## src/rtl/interrupt_ack_sequencer_8259a_pkg.sv

```systemverilog
// ---------------------------------------------------------------------------
// pic_8259a_pkg
// Shared types and helpers for the 8259A interrupt acknowledge sequencer.
//   - ack_state_e        : acknowledge FSM states
//   - lowest_bit_t       : result of a lowest-set-bit search (valid + index)
//   - lowestSetBit       : lowest set bit of a level vector (IR0 = highest)
//   - higherPriorityMask : one-hot-per-level mask of levels strictly above
//                          the given in-service level (all levels if none)
// No ports (package).
// ---------------------------------------------------------------------------
package pic_8259a_pkg;

  localparam int IRQ_LEVELS = 8;

  typedef enum logic [2:0] {
    IDLE    = 3'd0,
    REQUEST = 3'd1,
    ACK1    = 3'd2,
    WAIT2   = 3'd3,
    ACK2    = 3'd4
  } ack_state_e;

  typedef struct packed {
    logic       valid;
    logic [2:0] index;
  } lowest_bit_t;

  // Scans from the top down so the last hit is the lowest index, which is
  // the highest priority level in fully nested mode.
  function automatic lowest_bit_t lowestSetBit(input logic [IRQ_LEVELS-1:0] bits);
    lowest_bit_t result;
    result.valid = 1'b0;
    result.index = 3'd0;
    for (int i = IRQ_LEVELS - 1; i >= 0; i--) begin
      if (bits[i]) begin
        result.valid = 1'b1;
        result.index = 3'(i);
      end
    end
    return result;
  endfunction

  // With nothing in service every level may interrupt; otherwise only the
  // levels with a smaller index than the in-service level may.
  function automatic logic [IRQ_LEVELS-1:0] higherPriorityMask(input lowest_bit_t inService);
    logic [IRQ_LEVELS-1:0] mask;
    mask = '0;
    for (int i = 0; i < IRQ_LEVELS; i++) begin
      if (!inService.valid || (i < int'(inService.index))) begin
        mask[i] = 1'b1;
      end
    end
    return mask;
  endfunction

endpackage

```

## src/rtl/interrupt_ack_sequencer_8259a_if.sv

```systemverilog
// ---------------------------------------------------------------------------
// interrupt_ack_sequencer_8259a_if
// Bus bundle between the request register / CPU side (master) and the
// acknowledge sequencer (slave).
//   interrupt_request_register  IRR from the request block, bit0 = IR0
//   interrupt_mask              1 = level masked
//   vector_base                 T7..T3 from ICW2
//   interrupt_acknowledge_n     INTA#, already synchronous to clock
//   end_of_interrupt            one-cycle non-specific EOI pulse
//   interrupt_to_cpu            INT
//   freeze                      holds the request register during acknowledge
//   clear_interrupt_request     one-hot, one-cycle IRR clear pulse
//   in_service_register         ISR
//   data_out / data_out_enable  vector byte and its drive enable
// ---------------------------------------------------------------------------
interface interrupt_ack_sequencer_8259a_if;
  import pic_8259a_pkg::*;

  logic [IRQ_LEVELS-1:0] interrupt_request_register;
  logic [IRQ_LEVELS-1:0] interrupt_mask;
  logic [4:0]            vector_base;
  logic                  interrupt_acknowledge_n;
  logic                  end_of_interrupt;
  logic                  interrupt_to_cpu;
  logic                  freeze;
  logic [IRQ_LEVELS-1:0] clear_interrupt_request;
  logic [IRQ_LEVELS-1:0] in_service_register;
  logic [7:0]            data_out;
  logic                  data_out_enable;

  modport master (
    output interrupt_request_register, interrupt_mask, vector_base,
           interrupt_acknowledge_n, end_of_interrupt,
    input  interrupt_to_cpu, freeze, clear_interrupt_request,
           in_service_register, data_out, data_out_enable
  );

  modport slave (
    input  interrupt_request_register, interrupt_mask, vector_base,
           interrupt_acknowledge_n, end_of_interrupt,
    output interrupt_to_cpu, freeze, clear_interrupt_request,
           in_service_register, data_out, data_out_enable
  );

endinterface

```

## src/rtl/interrupt_ack_sequencer_8259a_resolver.sv

```systemverilog
// ---------------------------------------------------------------------------
// priority_resolver_8259a
// Combinational fixed-priority, fully nested resolver.
//   request_i     levels requesting service
//   mask_i        1 = level masked
//   in_service_i  levels currently in service (limits nesting)
//   winner_o      lowest-index eligible level
//   valid_o       1 when some level is eligible
// With mask_i and in_service_i tied to 0 it simply finds the highest
// priority set bit of request_i.
// ---------------------------------------------------------------------------
module priority_resolver_8259a
  import pic_8259a_pkg::*;
(
  input  logic [IRQ_LEVELS-1:0] request_i,
  input  logic [IRQ_LEVELS-1:0] mask_i,
  input  logic [IRQ_LEVELS-1:0] in_service_i,
  output logic [2:0]            winner_o,
  output logic                  valid_o
);

  lowest_bit_t           highestInService;
  lowest_bit_t           winner;
  logic [IRQ_LEVELS-1:0] eligible;

  // A request is eligible only if unmasked and strictly above the highest
  // level already in service.
  always_comb begin
    highestInService = lowestSetBit(in_service_i);
    eligible         = request_i & ~mask_i & higherPriorityMask(highestInService);
    winner           = lowestSetBit(eligible);
  end

  assign winner_o = winner.index;
  assign valid_o  = winner.valid;

endmodule

```

## src/rtl/interrupt_ack_sequencer_8259a.sv

```systemverilog
// ---------------------------------------------------------------------------
// interrupt_ack_sequencer_8259a
// Consumer side of the 8259A request register: resolves priority, raises
// INT, runs the 8086-mode two-pulse INTA handshake, maintains the ISR,
// pulses the IRR clear, freezes the IRR during acknowledge and drives the
// vector byte during the second INTA pulse.
// Ports:
//   clock   system clock
//   reset   asynchronous, active-high reset
//   bus     interrupt_ack_sequencer_8259a_if.slave (see interface header)
// Parameter:
//   SPURIOUS_LEVEL  level reported when nothing is eligible at the first
//                   INTA falling edge
// Build option:
//   AUTO_EOI_EN  when defined, the ISR bit set by an acknowledge is cleared
//                on the second INTA rising edge; otherwise ISR bits clear
//                only through end_of_interrupt.
// ---------------------------------------------------------------------------
module interrupt_ack_sequencer_8259a
  import pic_8259a_pkg::*;
#(
  parameter logic [2:0] SPURIOUS_LEVEL = 3'd7
) (
  input logic                            clock,
  input logic                            reset,
  interrupt_ack_sequencer_8259a_if.slave bus
);

`ifdef AUTO_EOI_EN
  localparam bit AutoEoi = 1'b1;
`else
  localparam bit AutoEoi = 1'b0;
`endif

  ack_state_e            state_q, state_d;
  logic                  intaN_q;
  logic [2:0]            level_q, level_d;
  logic                  spurious_q, spurious_d;
  logic [IRQ_LEVELS-1:0] isr_q, isr_d;
  logic                  int_q, int_d;
  logic                  freeze_q, freeze_d;
  logic [IRQ_LEVELS-1:0] clear_q, clear_d;
  logic [7:0]            dataOut_q, dataOut_d;
  logic                  dataOutEn_q, dataOutEn_d;

  logic                  intaFall;
  logic                  intaRise;
  logic [2:0]            reqLevel;
  logic                  reqValid;
  logic [2:0]            eoiLevel;
  logic                  eoiValid;
  logic [IRQ_LEVELS-1:0] isrSet;
  logic [IRQ_LEVELS-1:0] isrAutoClear;
  logic [IRQ_LEVELS-1:0] isrEoiClear;

  assign intaFall = intaN_q & ~bus.interrupt_acknowledge_n;
  assign intaRise = ~intaN_q & bus.interrupt_acknowledge_n;

  priority_resolver_8259a u_requestResolver (
    .request_i    (bus.interrupt_request_register),
    .mask_i       (bus.interrupt_mask),
    .in_service_i (isr_q),
    .winner_o     (reqLevel),
    .valid_o      (reqValid)
  );

  // Same resolver used as a plain priority encoder to find the
  // highest-priority in-service level for a non-specific EOI.
  priority_resolver_8259a u_eoiResolver (
    .request_i    (isr_q),
    .mask_i       ('0),
    .in_service_i ('0),
    .winner_o     (eoiLevel),
    .valid_o      (eoiValid)
  );

  // State and output registers; reset drops everything back to IDLE with
  // the bus released and nothing in service.
  always_ff @(posedge clock or posedge reset) begin
    if (reset) begin
      state_q     <= IDLE;
      intaN_q     <= 1'b1;
      level_q     <= 3'd0;
      spurious_q  <= 1'b0;
      isr_q       <= '0;
      int_q       <= 1'b0;
      freeze_q    <= 1'b0;
      clear_q     <= '0;
      dataOut_q   <= '0;
      dataOutEn_q <= 1'b0;
    end else begin
      state_q     <= state_d;
      intaN_q     <= bus.interrupt_acknowledge_n;
      level_q     <= level_d;
      spurious_q  <= spurious_d;
      isr_q       <= isr_d;
      int_q       <= int_d;
      freeze_q    <= freeze_d;
      clear_q     <= clear_d;
      dataOut_q   <= dataOut_d;
      dataOutEn_q <= dataOutEn_d;
    end
  end

  // Handshake sequencing. INTA edges that arrive in a state not waiting for
  // them simply fall through the case arms. The ISR update merges the
  // acknowledge set with the EOI/auto-EOI clears, so an EOI coinciding with
  // the first INTA edge acts on the ISR as it was before the new bit.
  always_comb begin
    state_d      = state_q;
    level_d      = level_q;
    spurious_d   = spurious_q;
    int_d        = int_q;
    freeze_d     = freeze_q;
    clear_d      = '0;
    dataOut_d    = dataOut_q;
    dataOutEn_d  = dataOutEn_q;
    isrSet       = '0;
    isrAutoClear = '0;
    isrEoiClear  = '0;

    case (state_q)
      IDLE: begin
        if (reqValid) begin
          state_d = REQUEST;
          int_d   = 1'b1;
        end
      end
      REQUEST: begin
        if (intaFall) begin
          int_d    = 1'b0;
          freeze_d = 1'b1;
          state_d  = ACK1;
          if (reqValid) begin
            level_d    = reqLevel;
            spurious_d = 1'b0;
            isrSet     = IRQ_LEVELS'(1) << reqLevel;
            clear_d    = IRQ_LEVELS'(1) << reqLevel;
          end else begin
            level_d    = SPURIOUS_LEVEL;
            spurious_d = 1'b1;
          end
        end
      end
      ACK1: begin
        dataOutEn_d = 1'b0;
        if (intaRise) begin
          state_d = WAIT2;
        end
      end
      WAIT2: begin
        if (intaFall) begin
          state_d     = ACK2;
          dataOut_d   = {bus.vector_base, level_q};
          dataOutEn_d = 1'b1;
        end
      end
      ACK2: begin
        if (intaRise) begin
          state_d     = IDLE;
          dataOutEn_d = 1'b0;
          freeze_d    = 1'b0;
          if (AutoEoi && !spurious_q) begin
            isrAutoClear = IRQ_LEVELS'(1) << level_q;
          end
        end
      end
      default: begin
        state_d = IDLE;
      end
    endcase

    if (bus.end_of_interrupt && eoiValid) begin
      isrEoiClear = IRQ_LEVELS'(1) << eoiLevel;
    end

    isr_d = (isr_q & ~isrEoiClear & ~isrAutoClear) | isrSet;
  end

  assign bus.interrupt_to_cpu        = int_q;
  assign bus.freeze                  = freeze_q;
  assign bus.clear_interrupt_request = clear_q;
  assign bus.in_service_register     = isr_q;
  assign bus.data_out                = dataOut_q;
  assign bus.data_out_enable         = dataOutEn_q;

endmodule

```

## src/flat_wrapper.sv

```systemverilog
// flat-port wrapper written by rule: the top's interface ports become plain ports
module interrupt_ack_sequencer_8259a_flat import pic_8259a_pkg::*;
#(
  parameter logic [2:0] SPURIOUS_LEVEL = 3'd7
)
  (clock, reset, bus_interrupt_request_register, bus_interrupt_mask, bus_vector_base, bus_interrupt_acknowledge_n, bus_end_of_interrupt, bus_interrupt_to_cpu, bus_freeze, bus_clear_interrupt_request, bus_in_service_register, bus_data_out, bus_data_out_enable);
  interrupt_ack_sequencer_8259a_if bus_i ();
  input logic clock;
  input logic reset;
  input wire logic [$bits(bus_i.interrupt_request_register)-1:0] bus_interrupt_request_register;
  input wire logic [$bits(bus_i.interrupt_mask)-1:0] bus_interrupt_mask;
  input wire logic [$bits(bus_i.vector_base)-1:0] bus_vector_base;
  input wire logic [$bits(bus_i.interrupt_acknowledge_n)-1:0] bus_interrupt_acknowledge_n;
  input wire logic [$bits(bus_i.end_of_interrupt)-1:0] bus_end_of_interrupt;
  output wire logic [$bits(bus_i.interrupt_to_cpu)-1:0] bus_interrupt_to_cpu;
  output wire logic [$bits(bus_i.freeze)-1:0] bus_freeze;
  output wire logic [$bits(bus_i.clear_interrupt_request)-1:0] bus_clear_interrupt_request;
  output wire logic [$bits(bus_i.in_service_register)-1:0] bus_in_service_register;
  output wire logic [$bits(bus_i.data_out)-1:0] bus_data_out;
  output wire logic [$bits(bus_i.data_out_enable)-1:0] bus_data_out_enable;
  assign bus_i.interrupt_request_register = bus_interrupt_request_register;
  assign bus_i.interrupt_mask = bus_interrupt_mask;
  assign bus_i.vector_base = bus_vector_base;
  assign bus_i.interrupt_acknowledge_n = bus_interrupt_acknowledge_n;
  assign bus_i.end_of_interrupt = bus_end_of_interrupt;
  assign bus_interrupt_to_cpu = bus_i.interrupt_to_cpu;
  assign bus_freeze = bus_i.freeze;
  assign bus_clear_interrupt_request = bus_i.clear_interrupt_request;
  assign bus_in_service_register = bus_i.in_service_register;
  assign bus_data_out = bus_i.data_out;
  assign bus_data_out_enable = bus_i.data_out_enable;
  interrupt_ack_sequencer_8259a #(.SPURIOUS_LEVEL(SPURIOUS_LEVEL)) u_core (.clock(clock), .reset(reset), .bus(bus_i));
endmodule
```

## config.mk

```make
export PLATFORM = sky130hd
export DESIGN_NAME = interrupt_ack_sequencer_8259a_flat
export DESIGN_NICKNAME = d
export VERILOG_FILES = /design/src/rtl/interrupt_ack_sequencer_8259a_pkg.sv /design/src/rtl/interrupt_ack_sequencer_8259a_if.sv /design/src/rtl/interrupt_ack_sequencer_8259a_resolver.sv /design/src/rtl/interrupt_ack_sequencer_8259a.sv /design/src/flat_wrapper.sv
export SDC_FILE = /design/constraint.sdc
export NUM_CORES = 1
export LEC_CHECK = 0
export ABC_AREA = 1
export CAP_MARGIN = 30
export CELL_PAD_IN_SITES_DETAIL_PLACEMENT = 0
export CELL_PAD_IN_SITES_GLOBAL_PLACEMENT = 1
export CORE_ASPECT_RATIO = 1.4
export CORE_MARGIN = 2
export CORE_UTILIZATION = 34
export CTS_CLUSTER_SIZE = 30
export DETAILED_ROUTE_END_ITERATION = 8
export GPL_ROUTABILITY_DRIVEN = 0
export PLACE_DENSITY_LB_ADDON = 0.1
export SLEW_MARGIN = 20
export SYNTH_ARGS = -nofsm -noshare
export SYNTH_HDL_FRONTEND = slang
export SYNTH_SLANG_ARGS = --single-unit
```

## constraint.sdc

```tcl
create_clock -name clock -period 2.3 [get_ports clock]
set_clock_uncertainty 0.15 [all_clocks]
set_input_delay 0.46 -clock clock [delete_from_list [all_inputs] [get_ports clock]]
set_output_delay 0.46 -clock clock [all_outputs]
set_load 0.005 [all_outputs]
```

==> run summary <==
most used flip-flop cell after synthesis: dfrtp_1
Post-Syn Instances: 215
status: finished clean
Die Width: 64.86 µm
largest net degree at the start of global routing: 35
r2r worst-path depth: 11
Nets: 308
CP cell instances: or2_1 -> nand2_1 -> a21oi_2 -> nand2_2 -> nand2_1 -> a21oi_1 -> nand3_2 -> nor2_1 -> nand2_1 -> nand3_1 -> nand2_1
hold buffer count at CTS: 0
synth unique cells: 30
Area Overhead vs Synth: 43.79%
final hold vios: 0
post_cts resized: 0
H-tree depth: 2
first-pass GRT wire length: 7.038 mm
Crit. End Element: register
die span in y: 89.20 µm
Clk pin slew, worst setup/hold paths: 70 ps
WHS Path Cells: 1
part of the power in combinational logic: 56.3%
Cell Pwr Density: 1259 nW/µm²
Int Pwr: 1.821 mW
max-slew violation count: 0
design area: 2535 µm²
syn nets: 240
Clock Tree Root: clkbuf_8
sequential element share of the synthesized area: 48.33%
post-CTS setup buffer count: 0
max-cap violations: 0
P_leak: 1.263 nW
# rows: 31
drt pass-1 iters: 4
antenna cells: 0
vias in the first global route: 1510
CP peak stage delay: 430 ps
FF-to-FF setup slack: 210 ps
RSZ-0062 raised after global routing: false
post-layout min period: 2095 ps
Tcrit/Tclk final: 91.08%
# setup viols final: 0
total CTS buffers: 5
FMAX: 0.4774 GHz
setup TNS: 0 ps
drt total wl: 4.242 mm
Synth Warn #: 0
arrival time worst endpoint: 2110 ps
CP max-delay cell: dfrtp_1
clk sink count: 34
mapped cell area: 1763 µm²
Psw: 1.370 mW
initial DRC count: 112
Net Sw Frac: 42.93%
Initial Util: 34.70%
kind of critical path: reg -> reg
post-synth top area cell: dfrtp_1
Ports: 52
fillers: 522
CP Max Fanout: 4
HPWL Detailed: 3.440 mm
initial antenna violation count: 0
syn avg cell area: 8.200 µm²
core area: 5081 µm²
worst skew pair latency: 280 ps
crit-path most repeated cell: nand2_1
share of cells above drive strength 1: 19.37%
Slew @ Worst Pin: 437.6 ps
Port Buffers: 51
Clock power frac: 14.3%
Total Routing Usage GR: 16.17%
number of vias per cell: 4.534
most frequent cell after synthesis: nand2_1
Worst EP required: 2320 ps
synth top area cells: dfrtp_1 (47%), nand2_1 (9.6%), inv_1 (7.5%)
Slew HR: 70.76%
Flop pwr share: 29.4%
Worst setup SP type: register
total chip power: 3.192 mW
flop and latch count out of synthesis: 34
hold_ws: 336.5 ps
VDD IR max: 0.0005229 V
grt total ovfl: 0
die footprint: 5785 µm²
Vias: 1587
CTS tree: built
Commonest cells post-synth: nand2_1 (45), inv_1 (35), dfrtp_1 (33), nor2_1 (19), nand3_1 (12)
setup slack after layout: 205.2 ps
routed wire length per instance: 12.12 µm
Routed Antenna Nets: 0
EDFF count, synth: 0
post-route DRC violation count: 0
asr flop ratio synth: 100.0%
Setup WS pre-CTS: 98.22 ps
hold crit path type: reg -> reg
post-synth top area share: 46.84%
Post-DP Area: 2435 µm²
clk buf depth: 2
-- cells by family (layout without fill, tap and decap cells) --
family                 count (synthesis)  after routing  share of synthesized area, %
AO/OA/AOI/OAI                         27             27                         10.36
buffers and inverters                 43            112                         9.155
flip-flops                            34             34                         48.33
multiplexers                           6              6                         3.832
AND/OR/NAND/NOR                      105            105                         28.32
-- state kept, by name, summed over array words and instances, names as in the netlist --
signal                              count
u_core.level_q                          3
u_core.bus.clear_interrupt_request      8
u_core.bus.freeze                       1
u_core.intaN_q                          1
u_core.bus.interrupt_to_cpu             1
u_core.bus.data_out                     8
u_core.bus.data_out_enable              1
u_core.bus.in_service_register          8
u_core.state_q                          3
-- layout make-up --
class                      count  area, µm²  share of cell area, %
sequential                    34      852.1                  33.61
multi-input combinational    138      754.5                  29.76
timing repair buffer          62      593.1                  23.40
inverter                      42      157.7                  6.219
clock buffer                   6      82.58                  3.258
tap                           66      82.58                  3.258
clock inverter                 2      12.51                 0.4936
-- worst max-delay path, delay by kind of cell, from the launching register on --
kind,cells,cell delay [ps]
simple gates,9,1160
flops,1,430
compound gates,2,250
-- cell usage in the layout, fill, tap and decap left out --
cell	n
a21boi_4	1
a21o_1	1
a21oi_1	8
a21oi_2	1
a21oi_4	1
a22oi_1	1
buf_4	11
clkbuf_8	6
clkdlybuf4s50_1	51
clkinv_1	1
clkinv_2	1
clkinvlp_4	1
dfrtp_1	33
dfstp_2	1
inv_1	35
inv_2	6
mux2_2	6
nand2_1	45
nand2_2	8
nand3_1	11
nand3_2	2
nand4_1	4
nand4_2	1
nor2_1	19
nor2_2	4
nor2_4	2
nor3_1	6
nor3_2	1
nor3b_1	1
o21ai_0	10
o21ai_2	2
o31ai_1	1
o32ai_1	1
or2_1	1
-- per-layer routing --
metal	GRT usage, %	wire (µm)
met2	29.52	2292
met3	3.401	186
met4	7.157	82
met1	18.07	1680
met5	0	0
-- worst paths after layout --
kind | from | endpoint
setup / recovery | u_core.bus.in_service_register[7] | u_core.state_q[1]
setup reg to reg | u_core.bus.in_service_register[7] | u_core.state_q[1]
hold reg to reg | u_core.bus.freeze | u_core.bus.freeze
min in group asynchronous | reset | u_core.bus.data_out[6]
max in group asynchronous | reset | u_core.intaN_q
hold / removal | u_core.bus.freeze | u_core.bus.freeze
-- power groups by stage --
stage | sequential, mW | clock (mW) | combinational (mW)
2_1_floorplan | 0.945 | 0 | 1.12
4_1_cts | 0.942 | 0.470 | 1.82
3_5_place_dp | 0.953 | 0 | 1.81
6_report | 0.938 | 0.456 | 1.80
3_3_place_gp | 0.950 | 0 | 1.82
5_1_grt | 0.969 | 0.505 | 2.02
-- per-stage QoR --
| step | utilization, % | cells |
|---|---|---|
| after detailed placement | 47.92 | 342 |
| after CTS | 49.79 | 350 |
| after global routing | 49.89 | 350 |
| final | 49.89 | 350 |
| after global placement | 47.92 | 342 |
| after floorplan | - | 215 |
Note: power is estimated with default switching activity, not from simulation.
